`config.mk`:
```
export PLATFORM = sky130hd
export DESIGN_NAME = scr1_pipe_mprf_wb_ctrl
export DESIGN_NICKNAME = d
export VERILOG_FILES = /design/src/rtl/scr1_pipe_pkg.sv /design/src/rtl/scr1_pipe_mprf_bypass.sv /design/src/rtl/scr1_pipe_mprf_wb_ctrl.sv
export SDC_FILE = /design/constraint.sdc
export NUM_CORES = 1
export LEC_CHECK = 0
export CAP_MARGIN = 40
export CORE_AREA = 2 2 103 105
export CTS_BUF_LIST = sky130_fd_sc_hd__clkbuf_4
export DETAILED_ROUTE_END_ITERATION = 8
export DIE_AREA = 0 0 105 107
export PLACE_DENSITY = 0.79
export REMOVE_ABC_BUFFERS = 1
export SLEW_MARGIN = 15
export SYNTH_ARGS = -nofsm -noshare
export SYNTH_HDL_FRONTEND = slang
export SYNTH_HIERARCHICAL = 1
export SYNTH_SLANG_ARGS = --single-unit
```
`constraint.sdc`:
```
create_clock -name clk -period 5.85 [get_ports clk]
set_input_delay 1.755 -clock clk [delete_from_list [all_inputs] [get_ports clk]]
set_output_delay 1.755 -clock clk [all_outputs]
set_load 0.02 [all_outputs]
```
`src/rtl/scr1_pipe_pkg.sv`:
```
// Shared pipeline definitions for the MPRF writeback controller slice:
// architectural widths and the writeback-controller state encoding.
package scr1_pipe_pkg;

  localparam int unsigned SCR1_MPRF_ADDR_WIDTH = 5;
  localparam int unsigned SCR1_XLEN            = 32;

  // IDLE: no long-latency result outstanding; PEND: one long result owed to pend_addr
  typedef enum logic [0:0] {
    IDLE = 1'b0,
    PEND = 1'b1
  } type_scr1_wbctrl_state_e;

  // True when the controller is waiting on a long-latency writeback
  function automatic logic scr1_wbctrl_is_pend(input type_scr1_wbctrl_state_e st);
    return (st == PEND) ? 1'b1 : 1'b0;
  endfunction

endpackage : scr1_pipe_pkg

```
`src/rtl/scr1_pipe_mprf_bypass.sv`:
```
// One operand path: compares a source address against the pending long
// destination and selects between the forwarded long result and MPRF data.
// x0 always reads as zero regardless of what the register file returns.
module scr1_pipe_mprf_bypass #(
  parameter int unsigned ADDR_W = 5,
  parameter int unsigned XLEN   = 32
) (
  input  logic              pend_vld,
  input  logic [ADDR_W-1:0] pend_addr,
  input  logic [ADDR_W-1:0] rs_addr,
  input  logic              fwd_vld,
  input  logic [XLEN-1:0]   fwd_data,
  input  logic [XLEN-1:0]   mprf_data,
  output logic              rs_hit,
  output logic [XLEN-1:0]   rs_data
);

  localparam logic [ADDR_W-1:0] ADDR_ZERO = {ADDR_W{1'b0}};
  localparam logic [XLEN-1:0]   DATA_ZERO = {XLEN{1'b0}};

  logic rs_is_x0_s;
  logic hit_s;

  // Hit against the pending destination; x0 never hits since it is never written
  always_comb begin
    rs_is_x0_s = (rs_addr == ADDR_ZERO);
    hit_s      = 1'b0;
    if (pend_vld && (rs_addr == pend_addr) && !rs_is_x0_s) begin
      hit_s = 1'b1;
    end else begin
      hit_s = 1'b0;
    end
  end

  // Operand select: x0 forced to zero, then same-cycle long result, then MPRF
  always_comb begin
    rs_hit  = hit_s;
    rs_data = DATA_ZERO;
    if (rs_is_x0_s) begin
      rs_data = DATA_ZERO;
    end else if (fwd_vld && hit_s) begin
      rs_data = fwd_data;
    end else begin
      rs_data = mprf_data;
    end
  end

endmodule : scr1_pipe_mprf_bypass

```
`src/rtl/scr1_pipe_mprf_wb_ctrl.sv`:
```
// EXU-side MPRF writeback controller and hazard scoreboard. Tracks at most one
// outstanding long-latency destination, stalls issue on hazards against it,
// forwards the long result to operands in its return cycle, and arbitrates the
// single MPRF write port (the long result wins over a same-cycle ALU result).
module scr1_pipe_mprf_wb_ctrl
  import scr1_pipe_pkg::*;
#(
  parameter int unsigned ADDR_W = SCR1_MPRF_ADDR_WIDTH,
  parameter int unsigned XLEN   = SCR1_XLEN
) (
  input  logic              clk,
  input  logic              rst_n,
  // Issue interface
  input  logic              exu_issue_vld,
  input  logic [ADDR_W-1:0] exu_rs1_addr,
  input  logic [ADDR_W-1:0] exu_rs2_addr,
  input  logic              exu_rs1_used,
  input  logic              exu_rs2_used,
  input  logic              exu_rd_wr,
  input  logic [ADDR_W-1:0] exu_rd_addr,
  input  logic              exu_rd_long,
  input  logic [XLEN-1:0]   exu_rd_data,
  output logic              exu_issue_stall,
  output logic [XLEN-1:0]   exu_rs1_data,
  output logic [XLEN-1:0]   exu_rs2_data,
  // Long-latency result return
  input  logic              long_wb_vld,
  input  logic              long_wb_err,
  input  logic [XLEN-1:0]   long_wb_data,
  input  logic              exu_kill,
  // MPRF interface
  output logic [ADDR_W-1:0] exu2mprf_rs1_addr,
  output logic [ADDR_W-1:0] exu2mprf_rs2_addr,
  input  logic [XLEN-1:0]   mprf2exu_rs1_data,
  input  logic [XLEN-1:0]   mprf2exu_rs2_data,
  output logic              exu2mprf_w_req,
  output logic [ADDR_W-1:0] exu2mprf_rd_addr,
  output logic [XLEN-1:0]   exu2mprf_rd_data
);

  localparam logic [ADDR_W-1:0] ADDR_ZERO = {ADDR_W{1'b0}};
  localparam logic [XLEN-1:0]   DATA_ZERO = {XLEN{1'b0}};

  type_scr1_wbctrl_state_e state_r;
  logic [ADDR_W-1:0]       pend_addr_r;

  logic              pend_s;
  logic              wb_done_s;
  logic              wb_fwd_s;
  logic              rs1_hit_s;
  logic              rs2_hit_s;
  logic              rd_hit_s;
  logic              rd_nz_s;
  logic              stall_hz_s;
  logic              stall_port_s;
  logic              stall_s;
  logic              issue_acc_s;
  logic              alu_wr_s;
  logic              w_req_s;
  logic [ADDR_W-1:0] w_addr_s;
  logic [XLEN-1:0]   w_data_s;

  // MPRF read addresses are a straight passthrough of the source fields
  assign exu2mprf_rs1_addr = exu_rs1_addr;
  assign exu2mprf_rs2_addr = exu_rs2_addr;

  scr1_pipe_mprf_bypass #(
    .ADDR_W (ADDR_W),
    .XLEN   (XLEN)
  ) i_bypass_rs1 (
    .pend_vld  (pend_s),
    .pend_addr (pend_addr_r),
    .rs_addr   (exu_rs1_addr),
    .fwd_vld   (wb_fwd_s),
    .fwd_data  (long_wb_data),
    .mprf_data (mprf2exu_rs1_data),
    .rs_hit    (rs1_hit_s),
    .rs_data   (exu_rs1_data)
  );

  scr1_pipe_mprf_bypass #(
    .ADDR_W (ADDR_W),
    .XLEN   (XLEN)
  ) i_bypass_rs2 (
    .pend_vld  (pend_s),
    .pend_addr (pend_addr_r),
    .rs_addr   (exu_rs2_addr),
    .fwd_vld   (wb_fwd_s),
    .fwd_data  (long_wb_data),
    .mprf_data (mprf2exu_rs2_data),
    .rs_hit    (rs2_hit_s),
    .rs_data   (exu_rs2_data)
  );

  // Scoreboard status: pending flag, long result return and destination hit
  always_comb begin
    pend_s    = scr1_wbctrl_is_pend(state_r);
    wb_done_s = pend_s & long_wb_vld;
    wb_fwd_s  = wb_done_s & ~long_wb_err;
    rd_nz_s   = (exu_rd_addr != ADDR_ZERO);
    rd_hit_s  = 1'b0;
    if (pend_s && (exu_rd_addr == pend_addr_r) && rd_nz_s) begin
      rd_hit_s = 1'b1;
    end else begin
      rd_hit_s = 1'b0;
    end
  end

  // Issue stall: hazard on the pending destination, second long op, or write-port
  // conflict with a returning long result; forced low while in reset
  always_comb begin
    stall_hz_s   = exu_issue_vld & pend_s & ~wb_done_s &
                   ((exu_rs1_used & rs1_hit_s) | (exu_rs2_used & rs2_hit_s) |
                    (exu_rd_wr & rd_hit_s) | exu_rd_long);
    stall_port_s = exu_issue_vld & wb_done_s & exu_rd_wr & ~exu_rd_long & rd_nz_s;
    stall_s      = 1'b0;
    if (!rst_n) begin
      stall_s = 1'b0;
    end else begin
      stall_s = stall_hz_s | stall_port_s;
    end
    issue_acc_s  = exu_issue_vld & ~stall_s;
    alu_wr_s     = issue_acc_s & exu_rd_wr & ~exu_rd_long & rd_nz_s;
  end

  // Write-port arbitration: long result first, then single-cycle result; kill
  // and reset suppress every write in that cycle
  always_comb begin
    w_req_s  = 1'b0;
    w_addr_s = ADDR_ZERO;
    w_data_s = DATA_ZERO;
    if (!rst_n || exu_kill) begin
      w_req_s = 1'b0;
    end else if (wb_fwd_s && (pend_addr_r != ADDR_ZERO)) begin
      w_req_s  = 1'b1;
      w_addr_s = pend_addr_r;
      w_data_s = long_wb_data;
    end else if (alu_wr_s) begin
      w_req_s  = 1'b1;
      w_addr_s = exu_rd_addr;
      w_data_s = exu_rd_data;
    end else begin
      w_req_s = 1'b0;
    end
  end

  assign exu_issue_stall  = stall_s;
  assign exu2mprf_w_req   = w_req_s;
  assign exu2mprf_rd_addr = w_addr_s;
  assign exu2mprf_rd_data = w_data_s;

  // Pending-destination FSM: enter on an accepted long issue (even to x0, whose
  // write is later dropped), leave on the long return or a kill
  always_ff @(posedge clk or negedge rst_n) begin
    if (!rst_n) begin
      state_r     <= IDLE;
      pend_addr_r <= ADDR_ZERO;
    end else if (exu_kill) begin
      state_r     <= IDLE;
      pend_addr_r <= pend_addr_r;
    end else if (issue_acc_s && exu_rd_wr && exu_rd_long) begin
      state_r     <= PEND;
      pend_addr_r <= exu_rd_addr;
    end else if (wb_done_s) begin
      state_r     <= IDLE;
      pend_addr_r <= pend_addr_r;
    end else begin
      state_r     <= state_r;
      pend_addr_r <= pend_addr_r;
    end
  end

endmodule : scr1_pipe_mprf_wb_ctrl

```
Yosys cells after proc, flatten, opt, wreduce, memory -nomap -nowiden
Index checks and enable logic that the tools add are counted.
Widths: inputs -> output; s select.
{"block": "word_totals", "register_bits": 6, "in_bits": 153, "output_inout_bits": 113, "wordCells": 72}
{"block": "classes", "eq_ne": 3, "muxes": 21, "bitwise": 25, "n_reduce_logical": 21}
{"cell": "$mux 32", "n": 7}
{"cell": "$and 1x1->1", "n": 16}
{"cell": "$eq 5x5->1", "n": 3}
{"cell": "$mux 5", "n": 3}
{"cell": "$logic_and 1x1->1", "n": 11}
{"cell": "$mux 1", "n": 11}
{"cell": "$logic_not 5->1", "n": 2}
{"cell": "$reduce_bool 5->1", "n": 2}
{"cell": "$not 1->1", "n": 5}
{"cell": "$or 1x1->1", "n": 4}
{"cell": "$logic_not 1->1", "n": 3}
{"cell": "$reduce_bool 3->1", "n": 1}
{"cell": "$reduce_and 2->1", "n": 1}
{"cell": "$logic_or 1x1->1", "n": 1}

Logic depth before layout (Yosys ltp)
Gate-level depths: netlist (run 1).
{"block": "logic_depth", "ltp_word": 19, "ltp_mapped": 9, "ltp_nobuf": 8}

Modules after synthesis
Netlist (run 1), hierarchy kept.
{"mod": "scr1_pipe_mprf_bypass", "instances": 2, "cells_each": 118, "area_each_um2": 739.5, "seq_area_each_um2": 0.0}
{"mod": "scr1_pipe_mprf_wb_ctrl", "instances": 1, "cells_each": 107, "area_each_um2": 943.4, "seq_area_each_um2": 150.1}

Worst setup path after synthesis (run 1)
No wires, ideal clock.
{"block": "synth_path", "path_type": "input port to output port", "start": "input port exu_rs1_addr[1]", "end": "output port exu2mprf_rd_data[10]", "arrival_ps": 3370, "required_ps": 4095, "path_slack_ps": 725, "stages": 9, "path_buffers": 1, "cell_sequence": "nor3_1 nand2_1 nor3b_1 a221oi_1 a21bo_2 o21ai_1 nor2_2 buf_4 a22o_1"}
{"block": "synth_between", "elab_chain_cells": 19, "word_cells_on_any_way": 21, "cone_classes": "eq/ne (1); mux (5); bitwise (11); reduce/logical (4)"}
{"element": "start: declaration", "line_no": "scr1_pipe_mprf_wb_ctrl.sv:15", "rtl": "input logic [ADDR_W-1:0] exu_rs1_addr,"}
{"element": "$eq 5x5->1 or $logic_not 5->1 (tied branches)", "line_no": "scr1_pipe_mprf_bypass.sv:28, scr1_pipe_mprf_bypass.sv:26"}
{"element": "$logic_and 1x1->1 or $logic_not 1->1 (tied branches)", "line_no": "scr1_pipe_mprf_bypass.sv:28", "rtl": "if (pend_vld && (rs_addr == pend_addr) && !rs_is_x0_s) begin"}
{"element": "$logic_and 1x1->1 (*)", "line_no": "scr1_pipe_mprf_bypass.sv:28"}
{"element": "$mux 1 (*)", "line_no": "scr1_pipe_mprf_bypass.sv:28"}
{"element": "net rs1_hit_s", "line_no": "scr1_pipe_mprf_wb_ctrl.sv:50", "rtl": "logic rs1_hit_s;"}
{"element": "$and 1x1->1 (*)", "line_no": "scr1_pipe_mprf_wb_ctrl.sv:113", "rtl": "((exu_rs1_used & rs1_hit_s) | (exu_rs2_used & rs2_hit_s) |"}
{"element": "$or 1x1->1 (*) (2 in series)", "line_no": "scr1_pipe_mprf_wb_ctrl.sv:113"}
{"element": "$or 1x1->1 (*)", "line_no": "scr1_pipe_mprf_wb_ctrl.sv:114", "rtl": "(exu_rd_wr & rd_hit_s) | exu_rd_long);"}
{"element": "$and 1x1->1 (*)", "line_no": "scr1_pipe_mprf_wb_ctrl.sv:112", "rtl": "stall_hz_s = exu_issue_vld & pend_s & ~wb_done_s &"}
{"element": "$or 1x1->1 (*)", "line_no": "scr1_pipe_mprf_wb_ctrl.sv:120", "rtl": "stall_s = stall_hz_s | stall_port_s;"}
{"element": "$mux 1 (*)", "line_no": "scr1_pipe_mprf_wb_ctrl.sv:117", "rtl": "if (!rst_n) begin"}
{"element": "$not 1->1 (*)", "line_no": "scr1_pipe_mprf_wb_ctrl.sv:122", "rtl": "issue_acc_s = exu_issue_vld & ~stall_s;"}
{"element": "$and 1x1->1 (*)", "line_no": "scr1_pipe_mprf_wb_ctrl.sv:122"}
{"element": "$and 1x1->1 (*) (3 in series)", "line_no": "scr1_pipe_mprf_wb_ctrl.sv:123", "rtl": "alu_wr_s = issue_acc_s & exu_rd_wr & ~exu_rd_long & rd_nz_s;"}
{"element": "$mux 32 (*)", "line_no": "scr1_pipe_mprf_wb_ctrl.sv:138", "rtl": "end else if (alu_wr_s) begin"}
{"element": "$mux 32 (*)", "line_no": "scr1_pipe_mprf_wb_ctrl.sv:134", "rtl": "end else if (wb_fwd_s && (pend_addr_r != ADDR_ZERO)) begin"}
{"element": "$mux 32 (*)", "line_no": "scr1_pipe_mprf_wb_ctrl.sv:132", "rtl": "if (!rst_n || exu_kill) begin"}
{"element": "end: declaration", "line_no": "scr1_pipe_mprf_wb_ctrl.sv:38", "rtl": "output logic [XLEN-1:0] exu2mprf_rd_data"}
The timed path passes the listed nets; every way through them passes the cells marked *.

Worst setup path in the final report (run 1)
{"block": "layout_path", "start": "input port exu_rs2_addr[2]", "end": "output port exu_rs2_data[11]"}
{"block": "layout_between", "elab_chain_cells": 7, "word_cells_on_any_way": 9, "cone_classes": "eq/ne (1); mux (3); reduce/logical (5)"}
{"element": "start: declaration", "line_no": "scr1_pipe_mprf_wb_ctrl.sv:16", "rtl": "input logic [ADDR_W-1:0] exu_rs2_addr,"}
{"element": "$eq 5x5->1 or $logic_not 5->1 (tied branches)", "line_no": "scr1_pipe_mprf_bypass.sv:28, scr1_pipe_mprf_bypass.sv:26"}
{"element": "$logic_and 1x1->1 or $logic_not 1->1 (tied branches)", "line_no": "scr1_pipe_mprf_bypass.sv:28"}
{"element": "$logic_and 1x1->1", "line_no": "scr1_pipe_mprf_bypass.sv:28"}
{"element": "$mux 1", "line_no": "scr1_pipe_mprf_bypass.sv:28"}
{"element": "$logic_and 1x1->1", "line_no": "scr1_pipe_mprf_bypass.sv:41", "rtl": "end else if (fwd_vld && hit_s) begin"}
{"element": "$mux 32", "line_no": "scr1_pipe_mprf_bypass.sv:41"}
{"element": "$mux 32 (*)", "line_no": "scr1_pipe_mprf_bypass.sv:39", "rtl": "if (rs_is_x0_s) begin"}
{"element": "end: declaration", "line_no": "scr1_pipe_mprf_wb_ctrl.sv:25", "rtl": "output logic [XLEN-1:0] exu_rs2_data,"}
Every way passes the cells marked *; elsewhere a longest branch is shown, timed or not.

==> run metrics, run 1 <==
Buf/Inv on CP=4; Vias=3546; Worst Path Arrival=3.99 ns; pre-CTS setup slack=-0.415 ns; Netlist cell types=38; Starting DRT DRC Count=~160; Fin. Hold Viols=0; Top FF cell, synth=dfrtp_1; final worst slack=0.109 ns; CP Cell Sequence=clkdlybuf4s50_1 > nor2_1 > nand2_2 > buf_8 > or4b_2 > buf_8 > mux2i_1 > clkdlybuf4s15_1; Max H-tree Level=1; register bit total from synthesis=6; Total GRT Usage=21.8%; clock-pin slew on the worst setup and hold paths=0.04 ns; drt total wl=between 10000 and 15000 um; CTS tree=done; CP top delay family=buffers and inverters; Yosys Warn Count=6; total power=440 uW; Synth top cells by count=nand2_1 (93), mux2i_1 (64), inv_1 (49), a22o_1 (36); Buffers on Ports=265; maximum vdd drop=0.000140 V; Synth top area share=26.4%; CP max stage cell=or4b_2; clk buf depth=2; drt wl/cell=18.0 um; worst skew pair latency=0.24 ns; CTS buffer count=3; Design Area, Final=0.00524 sq mm; worst reg2reg path startpoint=pend_addr_r[4]$_DFFE_PN0P_; startpoint class of the critical path=input port; Worst R2R Setup Slack=about 3.5 ns; Finished Core Util=roughly half; row count=37; Die Y=107 um; Routed Antenna Nets=0; share of post-route cells with drive strength above 1=22.2%; clk sinks=6; Critical Path Fanout Max=19; outcome=finished, final reports clean; grt total ovfl=0; most frequent cell after synthesis=nand2_1; Final Max Tran Viols=0; Post-DP HPWL=roughly 11000 um; fin crit share=98.1%; # DRC=0; critical path class=input port to output port; Die ar.=0.0112 sq mm; crit path to=exu_rs2_data[11]; Initial Utilization=24.0%; post-synthesis cell count=343; core footprint=0.0101 sq mm; antenna cells=0; final net count=767; Most Frequent Cell on Critical Path=buf_8; fraction of the yosys area taken by sequential cells=6.20%; async set or reset register ratio after synthesis=100%; cell taking the most area after synthesis=mux2i_1; Root Buffer=clkbuf_4; initial antenna violation count=1; Pwr Density=83.9 mW/mm^2; Pre-Repair DR Iteration Count=7; Syn Std Cell Area=0.00242 sq mm; Max Freq=about 0.17 GHz; Slew @ Worst Pin=0.399 ns; leakage=3.01 nW; crit-path max cell delay=0.66 ns; Hold Path Class=flip-flop to flip-flop; setup TNS=0 ns; critical path depth=8; vias in the first global route=3627; top cells by area, synth=mux2i_1 (26%), nand2_1 (14%), a22o_1 (13%); element type at the critical path end=output port; placement-stage cell area=~0.0052 sq mm; Post-Syn Area per Cell=7.06 sq um; largest net degree at the start of global routing=33; post-cts hold buffer count=0; final worst path period need=5.74 ns; GP Congestion=a little over 0.9; Critical Path Source=exu_rs2_addr[2]; max capacitance violation total=0; R2R Path End=pend_addr_r[0]$_DFFE_PN0P_; DIE WIDTH=105 um; hold path cells=2; IO Count=266; synth-to-layout area growth=116%; first-pass GRT wire length=19700 um; final setup fails=0; Worst R2R Path Depth=8; Slew headroom=73.4%; number of enable flip-flop cells after synthesis=0; vias per cell=between 4 and 5; RSZ-0062 raised after global routing=false; WP data required=4.09 ns; clk_skew=0.00107 ns
==> cells by family (layout without fill, tap and decap cells) <==
logic type      count (synthesis)  count (layout)  share of synthesized area, %
xor+xnor                       13              13                          4.70
flops                           6               6                          6.20
buf+inv                        81             350                          20.1
compound gates                 51              51                          17.8
mux                            69              69                          28.8
simple gates                  123             123                          22.4
==> cells in the final DEF (no fill, tap or decap), drive strengths merged <==
master / netlist / routed
or2: 1 / 1
xnor2: 13 / 13
and3: 1 / 1
clkdlybuf4s50: 0 / 154
nand4: 1 / 1
and3b: 1 / 1
nand2b: 3 / 3
clkbuf: 8 / 23
mux2i: 64 / 64
o21ai: 6 / 6
or4b: 2 / 2
inv: 49 / 49
a21oi: 2 / 2
a221oi: 1 / 1
dfrtp: 6 / 6
or4: 2 / 2
nand4b: 1 / 1
o2111ai: 2 / 2
nor2: 5 / 5
dlymetal6s2s: 0 / 9
a211o: 1 / 1
o22ai: 1 / 1
buf: 24 / 51
nand2: 93 / 93
nor3b: 2 / 2
clkdlybuf4s15: 0 / 57
nand3: 4 / 4
mux2: 5 / 5
nor2b: 2 / 2
dlygate4sd2: 0 / 7
nor3: 4 / 4
a22o: 36 / 36
nand3b: 1 / 1
o211ai: 1 / 1
a21bo: 1 / 1
==> report_power, final <==
part	total (mW)	switching, mW	leakage [nW]	internal (mW)
Combinational	0.329	0.142	2.93	0.187
Sequential	0.0731	0.0238	0.0737	0.0493
Clock	0.0374	0.0142	0.0138	0.0232
==> registers in the layout (all words and copies together) (netlist names) <==
register     count
state_r          1
pend_addr_r      5
==> metrics by stage <==
step | hold slack, ns | instances
after floorplan | 0.547 | 311
after global placement | 0.618 | 742
after detailed placement | 0.646 | 742
after CTS | 0.653 | 747
after global routing | 0.685 | 748
final | 0.639 | 748
==> area by class of cell <==
| type | count | area, sq um |
|---|---|---|
| fillers | 990 | 4850 |
| repair buffers | 298 | 2830 |
| multi-input cells | 256 | 1890 |
| inverters | 49 | 184 |
| well taps | 136 | 170 |
| flip-flops and latches | 6 | 150 |
| clock buffers | 3 | 22.5 |
==> metal layers <==
metal | GRT usage (%) | wire length [um]
met5 | 0 | 13
met2 | 41.9 | 6980
met4 | 4.00 | 258
met1 | 24.9 | 5180
met3 | 4.38 | 1040
==> worst reg2reg max path: stages (launching register included) <==
cell and delay [ns]:
dfrtp_1 0.58, xnor2_1 0.17, o2111ai_2 0.13, nor3b_2 0.09
a221oi_2 0.30, nor2_1 0.10, buf_4 0.14, a211o_1 0.37
mux2_1 0.34
==> worst min-delay path by stage <==
stage                                    from                  end  slack, ns
after global placement    state_r$_DFFE_PN0P_  state_r$_DFFE_PN0P_       0.62
after CTS                 state_r$_DFFE_PN0P_  state_r$_DFFE_PN0P_       0.65
after floorplan           state_r$_DFFE_PN0P_  state_r$_DFFE_PN0P_       0.55
after detailed placement  state_r$_DFFE_PN0P_  state_r$_DFFE_PN0P_       0.65
after global routing      state_r$_DFFE_PN0P_  state_r$_DFFE_PN0P_       0.69
final                     state_r$_DFFE_PN0P_  state_r$_DFFE_PN0P_       0.64
==> repair_timing <==
item | in CTS | in global routing
setup buffers | 1 | 0
setup endpoints to repair | 102 | 101
resized for setup | 257 | 64
pin swaps | 2 | 9
gates cloned | 1 | 1
Power figures use the tool's default switching activity.
==> run 2, diff against run 1 <==
Settings changed: HOLD_SLACK_MARGIN set to 0.02.
==> results of run 2 <==
Final layout, timing and power as in run 1 (identical DEF).
